### src/rtl/control_contador_ms_if.sv
`default_nettype none
// ============================================================================
//  Module      : control_contador_ms_if
//  Description : Control and status bundle for the millisecond counter.
//                master : drives iniciar/detener/limpiar/limite, observes status
//                slave  : the counter itself (consumes requests, drives status)
//  Ports       : iniciar, detener, limpiar  - start / pause / clear requests
//                limite    [ANCHO_PRE]      - clock cycles per millisecond
//                ms_cuenta [ANCHO_MS]       - elapsed milliseconds
//                tick_ms, corriendo, desborde - status flags
//  Revision    : 1.0 - initial release
// ============================================================================
interface control_contador_ms_if #(
    parameter int ANCHO_MS  = 16,
    parameter int ANCHO_PRE = 19
);
    logic                 iniciar;
    logic                 detener;
    logic                 limpiar;
    logic [ANCHO_PRE-1:0] limite;
    logic [ANCHO_MS-1:0]  ms_cuenta;
    logic                 tick_ms;
    logic                 corriendo;
    logic                 desborde;

    modport master (
        output iniciar, detener, limpiar, limite,
        input  ms_cuenta, tick_ms, corriendo, desborde
    );

    modport slave (
        input  iniciar, detener, limpiar, limite,
        output ms_cuenta, tick_ms, corriendo, desborde
    );
endinterface
`default_nettype wire

### src/rtl/control_contador_ms.sv
`default_nettype none
// ============================================================================
//  Module      : control_contador_ms
//  Description : Millisecond counter with start/pause/clear control. A
//                prescaler counts 'limite' clock cycles per millisecond; each
//                completed millisecond pulses tick_ms and bumps ms_cuenta,
//                which saturates and parks the block in DESBORDE.
//  Ports       : clk  - clock, rising edge
//                rst  - asynchronous active-high reset
//                bus  - control_contador_ms_if.slave (requests in, status out)
//  Revision    : 1.0 - initial release
// ============================================================================
module control_contador_ms #(
    parameter int ANCHO_MS  = 16,
    parameter int ANCHO_PRE = 19
) (
    input  logic                       clk,
    input  logic                       rst,
    control_contador_ms_if.slave       bus
);

    typedef enum logic [1:0] {
        REPOSO   = 2'd0,
        CONTANDO = 2'd1,
        PAUSA    = 2'd2,
        DESBORDE = 2'd3
    } estado_t;

    localparam logic [ANCHO_PRE-1:0] c_pre_uno = {{(ANCHO_PRE-1){1'b0}}, 1'b1};
    localparam logic [ANCHO_MS-1:0]  c_ms_uno  = {{(ANCHO_MS-1){1'b0}}, 1'b1};
    localparam logic [ANCHO_MS-1:0]  c_ms_max  = {ANCHO_MS{1'b1}};

    estado_t              r_estado;
    estado_t              w_estado_nxt;
    logic [ANCHO_PRE-1:0] r_pre;
    logic [ANCHO_PRE-1:0] w_pre_nxt;
    logic [ANCHO_MS-1:0]  r_ms;
    logic [ANCHO_MS-1:0]  w_ms_nxt;
    logic                 r_tick;
    logic                 w_tick_nxt;
    logic                 w_limite_cero;
    logic                 w_terminal;

    // ">=" rather than "==" so a limite lowered below the running prescaler
    // still wraps on the very next cycle instead of counting to overflow.
    assign w_limite_cero = (bus.limite == '0);
    assign w_terminal    = !w_limite_cero && (r_pre >= (bus.limite - c_pre_uno));

    always_ff @(posedge clk or posedge rst) begin
        if (rst) begin
            r_estado <= REPOSO;
            r_pre    <= '0;
            r_ms     <= '0;
            r_tick   <= 1'b0;
        end else begin
            r_estado <= w_estado_nxt;
            r_pre    <= w_pre_nxt;
            r_ms     <= w_ms_nxt;
            r_tick   <= w_tick_nxt;
        end
    end

    always_comb begin
        w_estado_nxt = r_estado;
        w_pre_nxt    = r_pre;
        w_ms_nxt     = r_ms;
        w_tick_nxt   = 1'b0;

        if (bus.limpiar) begin
            w_estado_nxt = REPOSO;
            w_pre_nxt    = '0;
            w_ms_nxt     = '0;
        end else begin
            case (r_estado)
                REPOSO: begin
                    if (bus.iniciar) begin
                        w_estado_nxt = CONTANDO;
                        w_pre_nxt    = '0;
                    end
                end
                CONTANDO: begin
                    if (w_terminal) begin
                        // A pause request on the terminal cycle still lets
                        // this millisecond complete before pausing.
                        w_pre_nxt  = '0;
                        w_tick_nxt = 1'b1;
                        if (r_ms == c_ms_max) begin
                            w_estado_nxt = DESBORDE;
                        end else begin
                            w_ms_nxt = r_ms + c_ms_uno;
                            if (bus.detener) begin
                                w_estado_nxt = PAUSA;
                            end
                        end
                    end else if (bus.detener) begin
                        // Prescaler is frozen, not cleared, so resume
                        // continues the partial millisecond.
                        w_estado_nxt = PAUSA;
                    end else if (w_limite_cero) begin
                        w_pre_nxt = '0;
                    end else begin
                        w_pre_nxt = r_pre + c_pre_uno;
                    end
                end
                PAUSA: begin
                    if (bus.iniciar) begin
                        w_estado_nxt = CONTANDO;
                    end
                end
                DESBORDE: begin
                    w_estado_nxt = DESBORDE;
                end
                default: begin
                    w_estado_nxt = REPOSO;
                end
            endcase
        end
    end

    assign bus.ms_cuenta = r_ms;
    assign bus.tick_ms   = r_tick;
    assign bus.corriendo = (r_estado == CONTANDO);
    assign bus.desborde  = (r_estado == DESBORDE);

endmodule
`default_nettype wire

### src/flat_wrapper.sv
// flat-port wrapper written by rule: the top's interface ports become plain ports
module control_contador_ms_flat 
#(
    parameter int ANCHO_MS  = 16,
    parameter int ANCHO_PRE = 19
)
  (clk, rst, bus_iniciar, bus_detener, bus_limpiar, bus_limite, bus_ms_cuenta, bus_tick_ms, bus_corriendo, bus_desborde);
  control_contador_ms_if #(.ANCHO_MS(ANCHO_MS), .ANCHO_PRE(ANCHO_PRE)) bus_i ();
  input  logic clk;
  input  logic rst;
  input wire logic [$bits(bus_i.iniciar)-1:0] bus_iniciar;
  input wire logic [$bits(bus_i.detener)-1:0] bus_detener;
  input wire logic [$bits(bus_i.limpiar)-1:0] bus_limpiar;
  input wire logic [$bits(bus_i.limite)-1:0] bus_limite;
  output wire logic [$bits(bus_i.ms_cuenta)-1:0] bus_ms_cuenta;
  output wire logic [$bits(bus_i.tick_ms)-1:0] bus_tick_ms;
  output wire logic [$bits(bus_i.corriendo)-1:0] bus_corriendo;
  output wire logic [$bits(bus_i.desborde)-1:0] bus_desborde;
  assign bus_i.iniciar = bus_iniciar;
  assign bus_i.detener = bus_detener;
  assign bus_i.limpiar = bus_limpiar;
  assign bus_i.limite = bus_limite;
  assign bus_ms_cuenta = bus_i.ms_cuenta;
  assign bus_tick_ms = bus_i.tick_ms;
  assign bus_corriendo = bus_i.corriendo;
  assign bus_desborde = bus_i.desborde;
  control_contador_ms #(.ANCHO_MS(ANCHO_MS), .ANCHO_PRE(ANCHO_PRE)) u_core (.clk(clk), .rst(rst), .bus(bus_i));
endmodule
### config.mk
export PLATFORM = sky130hd
export DESIGN_NAME = control_contador_ms_flat
export DESIGN_NICKNAME = d
export VERILOG_FILES = /design/src/rtl/control_contador_ms_if.sv /design/src/rtl/control_contador_ms.sv /design/src/flat_wrapper.sv
export SDC_FILE = /design/constraint.sdc
export NUM_CORES = 1
export LEC_CHECK = 0
export ABC_AREA = 0
export CAP_MARGIN = 30
export CORE_MARGIN = 2
export CORE_UTILIZATION = 40
export CTS_CLUSTER_DIAMETER = 150
export DETAILED_ROUTE_END_ITERATION = 6
export PLACE_DENSITY = 0.7
export REMOVE_ABC_BUFFERS = 1
export SETUP_SLACK_MARGIN = 0.4
export SYNTH_ARGS = -nofsm -noshare
export SYNTH_HDL_FRONTEND = slang
export SYNTH_SLANG_ARGS = --single-unit
### constraint.sdc
create_clock -name clk -period 2.24 [get_ports clk]
set_input_delay 0.448 -clock clk [delete_from_list [all_inputs] [get_ports clk]]
set_output_delay 0.448 -clock clk [all_outputs]
set_load 0.02 [all_outputs]
==> summary.md, run 1 <==
| Metric | Value |
|---|---|
| CTS tree | `done` |
| Worst min-delay path category | `in2async` |
| Post-Syn Instances | `between 300 and 400` |
| Worst Setup Path Type | `in2reg` |
| DR WL/cell | `15.9 um` |
| Slack of the critical path | `-1.48 ns` |
| Failing checks | `negative setup slack` |
| # Max-Cap Violations | `0` |
| Status | `complete, but fails checks` |
| EDFF count, synth | `0` |
| Crit. Startpoint | `bus_limite[8]` |
| Most common cell after layout, fill and taps aside | `buf_4` |
| Sw Ratio | `24.9%` |
| Lkg Pwr | `2.29 nW` |
| Worst Path Buf+Inv | `2` |
| Dpl cells | `587` |
| Minimum clock period after layout | `3.72 ns` |
| Power, Total | `roughly 1.8 mW` |
| Hold WS | `0.577 ns` |
| Site Rows | `31` |
| Maximum clock insertion buffer count | `2` |
| Initial antenna violation count | `0` |
| Crit path top cell by count | `nand3_2` |
| Gr ovfl total | `0` |
| Clock latency on the worst-skew pair | `0.30 ns` |
| Setup-violating endpoint count in the final report | `38` |
| Placer Congestion | `about 0.85` |
| Combinational power share | `19.2%` |
| Filler Cell Count | `between 500 and 600` |
| Remaining antenna violation count after routing | `0` |
| DR vias/cell | `5.32` |
| Diodes inserted | `0` |
| Setup TNS | `-51.75 ns` |
| Yosys Warn Count | `0` |
| Crit Path Max Fanout | `7` |
| Cts-stage hold buffer count | `0` |
| Clock Sinks | `38` |
| Worst Path Required | `around 2.4 ns` |
| Clk slew on worst S/H paths | `0.09 ns` |
| Synth Register Bits | `38` |
| Total wire length | `~9700 um` |
| Design area | `4880 um2` |
| Initial core utilization | `between 40% and 50%` |
| Total Nets Final | `557` |
| Sequential share of power | `between 30% and 40%` |
| Layout Cells excl Fill | `610` |
| Finished Core Util | `approximately 66%` |
| Max Freq | `0.269 GHz` |
| Mean Syn Cell Area | `8.75 um2` |
| Mapped cell area | `3080 um2` |
| Clk_skew | `a little over 0.008 ns` |
| CTS buffer count | `5` |
| I/O pins | `43` |
| RSZ-0062 raised after global routing | `yes` |
| Core footprint | `7370 um2` |
| Post-synthesis sequential area ratio | `30.9%` |
| Most frequent cells in the layout | `buf_4 (104), dfrtp_1 (38), nor2_1 (33), nand2_1 (31), clkdlybuf4s50_1 (24)` |
| CP peak stage delay | `roughly 0.55 ns` |
| WP data arrival | `roughly 4 ns` |
| Layout cells sized above 1 | `37.6%` |
| Area of the multi-input gates | `2210 um2` |
| First drt pass iteration count | `4` |
| PD cells | `364 nW/um2` |
| 1st-iter DRT viols | `167` |
| VDD IR max | `0.272 mV` |
| CP delay by family, top | `simple AND/OR/NAND/NOR gates` |
| R2r startpoint | `u_core.r_pre[17]` |
| Slowest stage cell on the critical path | `or4_4` |
| P&R area growth vs syn | `58.5%` |
| CTS Root Cell | `clkbuf_8` |
| Global-route wire length before repair | `15300 um` |
| DRC Markers | `0` |
| DIE WIDTH | `91.8 um` |
| Ys flop type | `dfrtp_1` |
| Final Hold Violating Endpoints | `0` |
| Worst slack at placement | `-2.16 ns` |
| Post-Place Cell Area | `4320 um2` |
| Critical-path cell list | `buf_6 -> or4_4 -> nor4_4 -> nand3_2 -> nor3b_2 -> xnor2_1 -> ha_1 -> nand4_1 -> nor4_2 -> nand2_1 -> o21a_4 -> buf_8 -> a211oi_4 -> nand3_2 -> mux2_4` |
| GRT Total Usage | `22.5%` |
| Via count | `between 3000 and 4000` |
| Post-DP HPWL | `6920 um` |
| Critical Path Start Type | `input port` |
| Period utilization | `166%` |
| Int Power | `1.34 mW` |
| Measured slew at the worst slew-check pin | `0.668 ns` |
| CTS H-Tree Depth | `2` |
| Die height | `91.8 um` |
| Vias in the first global route | `around 3300` |
| Final slew viol count | `0` |
| Clk pwr share | `between 40% and 50%` |
| Sw Pwr | `0.443 mW` |
| Endpoint class of the critical path | `flop` |
| Storage cell area | `951 um2` |
| Worst rel slew slack | `55.0%` |
| Largest net degree at the start of global routing | `39` |
| PortBufs | `42` |
| Die area | `about 8400 um2` |
| Cell variety after synth | `62` |
| Async SR Flop Fraction | `100%` |
==> flip-flops by register name, summed over array words and instances (netlist names) <==
register / cells
u_core.r_pre: 19
u_core.bus.tick_ms: 1
u_core.r_estado: 2
u_core.bus.ms_cuenta: 16
==> worst reg2reg max path, stage by stage (launching register included) <==
cell and delay (ns):
dfrtp_1 0.41, ha_1 0.31, nand4_1 0.16, nor4_2 0.37, nand2_1 0.16, o21a_4 0.26, buf_8 0.14, a211oi_4 0.28
nand3_2 0.10, mux2_4 0.31
==> cell usage after synthesis, drive strengths merged (3+ instances only) <==
master | number | area, um2
a2111oi | 3 | 45.0
a211oi | 6 | 70.1
a21o | 4 | 31.3
a21oi | 25 | 125
a2bb2oi | 3 | 26.3
and2 | 4 | 26.3
and3 | 5 | 37.5
and4 | 3 | 26.3
buf | 7 | 73.8
clkbuf | 3 | 11.3
dfrtp | 38 | 951
ha | 23 | 288
inv | 21 | 78.8
mux2 | 3 | 37.5
nand2 | 33 | 131
nand2b | 5 | 31.3
nand3 | 15 | 75.1
nand4 | 9 | 56.3
nor2 | 34 | 128
nor2b | 3 | 18.8
nor3 | 6 | 30.0
nor3b | 4 | 30.0
nor4 | 9 | 83.8
o21ai | 18 | 93.8
o21bai | 3 | 22.5
or2 | 5 | 31.3
or3 | 10 | 62.6
xnor2 | 22 | 193
xor2 | 4 | 35.0
==> what timing repair did <==
item                                    in CTS  in global routing
pin swaps                                   30                 19
setup buffers                                9                  6
endpoints found under the setup margin      44                 46
resized for setup                           65                 40
==> routing by layer <==
| layer | up-vias | track usage (%) | wire length [um] |
|---|---|---|---|
| li1 | 1580 | - | - |
| met1 | 1559 | 27.8 | 4010 |
| met2 | 83 | 39.5 | 4950 |
| met3 | 26 | 4.19 | 431 |
| met4 | 0 | 7.21 | 308 |
| met5 | - | 0 | 0 |
==> power groups by stage <==
stage                     clock, mW  sequential, mW  combinational (mW)
after CTS                     0.755           0.692               0.328
after global routing          0.789           0.692               0.371
after detailed placement          0           0.705               0.310
after floorplan                   0           0.708               0.121
final                         0.746           0.691               0.342
after global placement            0           0.705               0.303
==> worst paths after layout <==
check	slack, ns	endpoint	cells after the start
max	-1.48	u_core.bus.ms_cuenta[13]	15
min	0.58	u_core.r_pre[0]	3
max reg2reg	-0.35	u_core.bus.ms_cuenta[13]	9
min reg2reg	0.59	u_core.bus.ms_cuenta[10]	2
max in group asynchronous	1.31	u_core.r_pre[2]	3
min in group clk	0.59	u_core.bus.ms_cuenta[10]	2
==> area by class of cell <==
| cell class | count | area share (%) |
|---|---|---|
| Clock buffer | 6 | 1.69 |
| Clock inverter | 2 | 1.23 |
| Inverter | 21 | 1.61 |
| Multi-Input combinational cell | 283 | 45.3 |
| Sequential cell | 38 | 19.5 |
| Tap cell | 99 | 2.54 |
| Timing Repair Buffer | 161 | 28.2 |
==> cells by family after synthesis <==
family,synth area share (%)
AOI/OAI and AO/OA,17.2
xor gates and xnor gates,7.39
adders and majority gates,9.34
buffers and inverters,5.32
DFF,30.9
muxes,1.87
and+or+nand+nor,28.0
Note: power is estimated with default switching activity, not from simulation.
==> inputs of run 2 (changes only) <==
CAP_MARGIN = unset   (was 30)
RECOVER_POWER = 25   (was unset)
==> run 2 against run 1 <==
The flow still finishes with violations (negative setup slack). Utilization about the same. Maximum frequency barely moved. Worst hold slack improved by 0.018 ns. Count of clock-buffer cells in the layout is the same. Final area is essentially flat. Via count shrank 0.12%. Clock skew did not move. Setup slack stayed put. Sequential share of layout area about the same. Die area did not move. Critical path type unchanged.
==> summary.md, run 2 (synthesis gave the netlist of run 1 again) <==
| Metric | Value |
|---|---|
| Cts-stage hold buffer count | `0` |
| Worst Setup Path Type | `in2reg` |
| PortBufs | `42` |
| Sequential share of power | `38.9%` |
| R2R Setup Slk | `-0.35 ns` |
| Slowest stage cell on the critical path | `or4_4` |
| Critical-path cell list | `buf_6 -> or4_4 -> nor4_4 -> nand3_2 -> nor3b_2 -> xnor2_1 -> ha_1 -> nand4_1 -> nor4_2 -> nand2_1 -> o21a_4 -> buf_8 -> a211oi_4 -> nand3_2 -> mux2_4` |
| Measured slew at the worst slew-check pin | `around 1.0 ns` |
| Global-route wire length before repair | `15300 um` |
| GRT Total Usage | `22.5%` |
| Design area | `4880 um2` |
| WP data arrival | `3.91 ns` |
| Dpl cells | `587` |
| Core footprint | `7370 um2` |
| Via count | `3244` |
| Largest net degree at the start of global routing | `39` |
| DR vias/cell | `5.32` |
| Post-Place Cell Area | `4320 um2` |
| 1st-iter DRT viols | `179` |
| VDD IR max | `0.272 mV` |
| Setup TNS | `-51.74 ns` |
| Most frequent cells in the layout | `buf_4 (103), dfrtp_1 (38), nor2_1 (33), nand2_1 (31)` |
| Worst slack at placement | `-2.16 ns` |
| Worst Path Required | `approximately 2.4 ns` |
| DRC Markers | `0` |
| CTS H-Tree Depth | `2` |
| Combinational power share | `between 10% and 20%` |
| Diodes inserted | `0` |
| CTS Root Cell | `clkbuf_8` |
| CP delay by family, top | `simple AND/OR/NAND/NOR gates` |
| Crit path top cell by count | `nand3_2` |
| Most common cell after layout, fill and taps aside | `buf_4` |
| Failing checks | `negative setup slack` |
| Crit. Startpoint | `bus_limite[8]` |
| Power, Total | `1.78 mW` |
| Reg2Reg Depth | `9` |
| P&R area growth vs syn | `58.4%` |
| Initial antenna violation count | `0` |
| Clk pwr share | `a little over two fifths` |
| Clock Sinks | `38` |
| Worst rel slew slack | `33.1%` |
| R2r startpoint | `u_core.r_pre[17]` |
| Max FFs per register | `19` |
| Hold WS | `between 0.5 and 0.6 ns` |
| Max Freq | `0.269 GHz` |
| Crit Path Max Fanout | `7` |
| CTS tree | `done` |
| DR WL/cell | `roughly 16 um` |
| Minimum clock period after layout | `around 3.7 ns` |
| I/O pins | `43` |
| Layout cells sized above 1 | `between 30 and 40%` |
| Biggest register | `u_core.r_pre` |
| CTS buffer count | `5` |
| PD cells | `~360 nW/um2` |
| Final Hold Violating Endpoints | `0` |
| CP peak stage delay | `0.55 ns` |
| Endpoint of the worst hold path | `u_core.bus.ms_cuenta[10]` |
| Site Rows | `31` |
| Layout Cells excl Fill | `610` |
| Total wire length | `between 9000 and 10000 um` |
| Sw Ratio | `24.9%` |
| Period utilization | `166%` |
| Critical Path Start Type | `input port` |
| Total Nets Final | `about 560` |
| # Max-Cap Violations | `0` |
| Placer Congestion | `0.848` |
| Status | `complete, but fails checks` |
| DIE WIDTH | `91.8 um` |
| Worst Path Buf+Inv | `2` |
| Lkg Pwr | `around 2.3 nW` |
| First drt pass iteration count | `4` |
| Worst Min Path Start | `u_core.bus.ms_cuenta[10]` |
| Clock latency on the worst-skew pair | `0.30 ns` |
| Finished Core Util | `about 66%` |
| Setup-violating endpoint count in the final report | `38` |
| Endpoint class of the critical path | `flop` |
| Maximum clock insertion buffer count | `2` |
| Post-DP HPWL | `6920 um` |
| Worst min-delay path category | `reg2reg` |
| Hold path cells | `2` |
| Die area | `8420 um2` |
| Final slew viol count | `0` |
| Die height | `between 90 and 100 um` |
| Int Power | `1.34 mW` |
| RSZ-0062 raised after global routing | `yes` |
| Slack of the critical path | `-1.48 ns` |
| Clk_skew | `0.00827 ns` |
| Vias in the first global route | `3291` |
| Remaining antenna violation count after routing | `0` |
| Gr ovfl total | `0` |
| Clk slew on worst S/H paths | `0.08 ns` |
| Initial core utilization | `a little over two fifths` |
| Sw Pwr | `0.443 mW` |
| Worst r2r dst | `u_core.bus.ms_cuenta[13]` |
run 2: final cells by class:
| class | instances | area, um2 |
|---|---|---|
| sequential | 38 | 951 |
| inverter | 21 | 78.8 |
| timing repair buffer | 161 | 1370 |
| clock buffer | 6 | 82.6 |
| multi-input combinational | 283 | 2210 |
| fill | 561 | 2490 |
| tap | 99 | 124 |
| clock inverter | 2 | 60.1 |
run 2: power groups by stage:
| stage | Clock (mW) | Sequential, mW | Combinational (mW) |
|---|---|---|---|
| finish | 0.746 | 0.691 | 0.341 |
| global route | 0.789 | 0.692 | 0.370 |
| CTS | 0.755 | 0.692 | 0.328 |
| detailed placement | 0 | 0.705 | 0.310 |
| global placement | 0 | 0.705 | 0.303 |
| floorplan | 0 | 0.708 | 0.121 |
run 2: how the worst max path moves through the flow:
stage,depth (start not counted),endpoint,slack [ns]
after floorplan,13,u_core.bus.ms_cuenta[7],-1.71
after global placement,15,u_core.bus.ms_cuenta[13],-2.02
after detailed placement,15,u_core.bus.ms_cuenta[13],-2.16
after CTS,15,u_core.bus.ms_cuenta[13],-1.30
after global routing,16,u_core.bus.ms_cuenta[15],-1.65
final,15,u_core.bus.ms_cuenta[13],-1.48
run 2: what timing repair did:
| item | in CTS | in global routing |
|---|---|---|
| gates resized for setup | 65 | 40 |
| setup buffers | 9 | 6 |
| pin swaps | 30 | 19 |
| endpoints found under the hold margin | 0 | 0 |
| endpoints found under the setup margin | 44 | 46 |
run 2: metal layers:
metal  GRT usage, %  wire (um)  up-vias  part of all wire (%)
met2           39.5       4950       81                    51
met4           7.21        308        0                   3.2
met1           27.8       4010     1557                    41
met3           4.19        425       26                   4.4
met5              0          0        -                     0
li1               -          -     1580                     -
run 2: worst reg2reg max path, stage by stage, from the launching register on:
cell and delay (ns):
dfrtp_1 0.41, ha_1 0.31, nand4_1 0.16, nor4_2 0.37, nand2_1 0.16, o21a_4 0.26, buf_8 0.14, a211oi_4 0.28
nand3_2 0.10, mux2_4 0.31
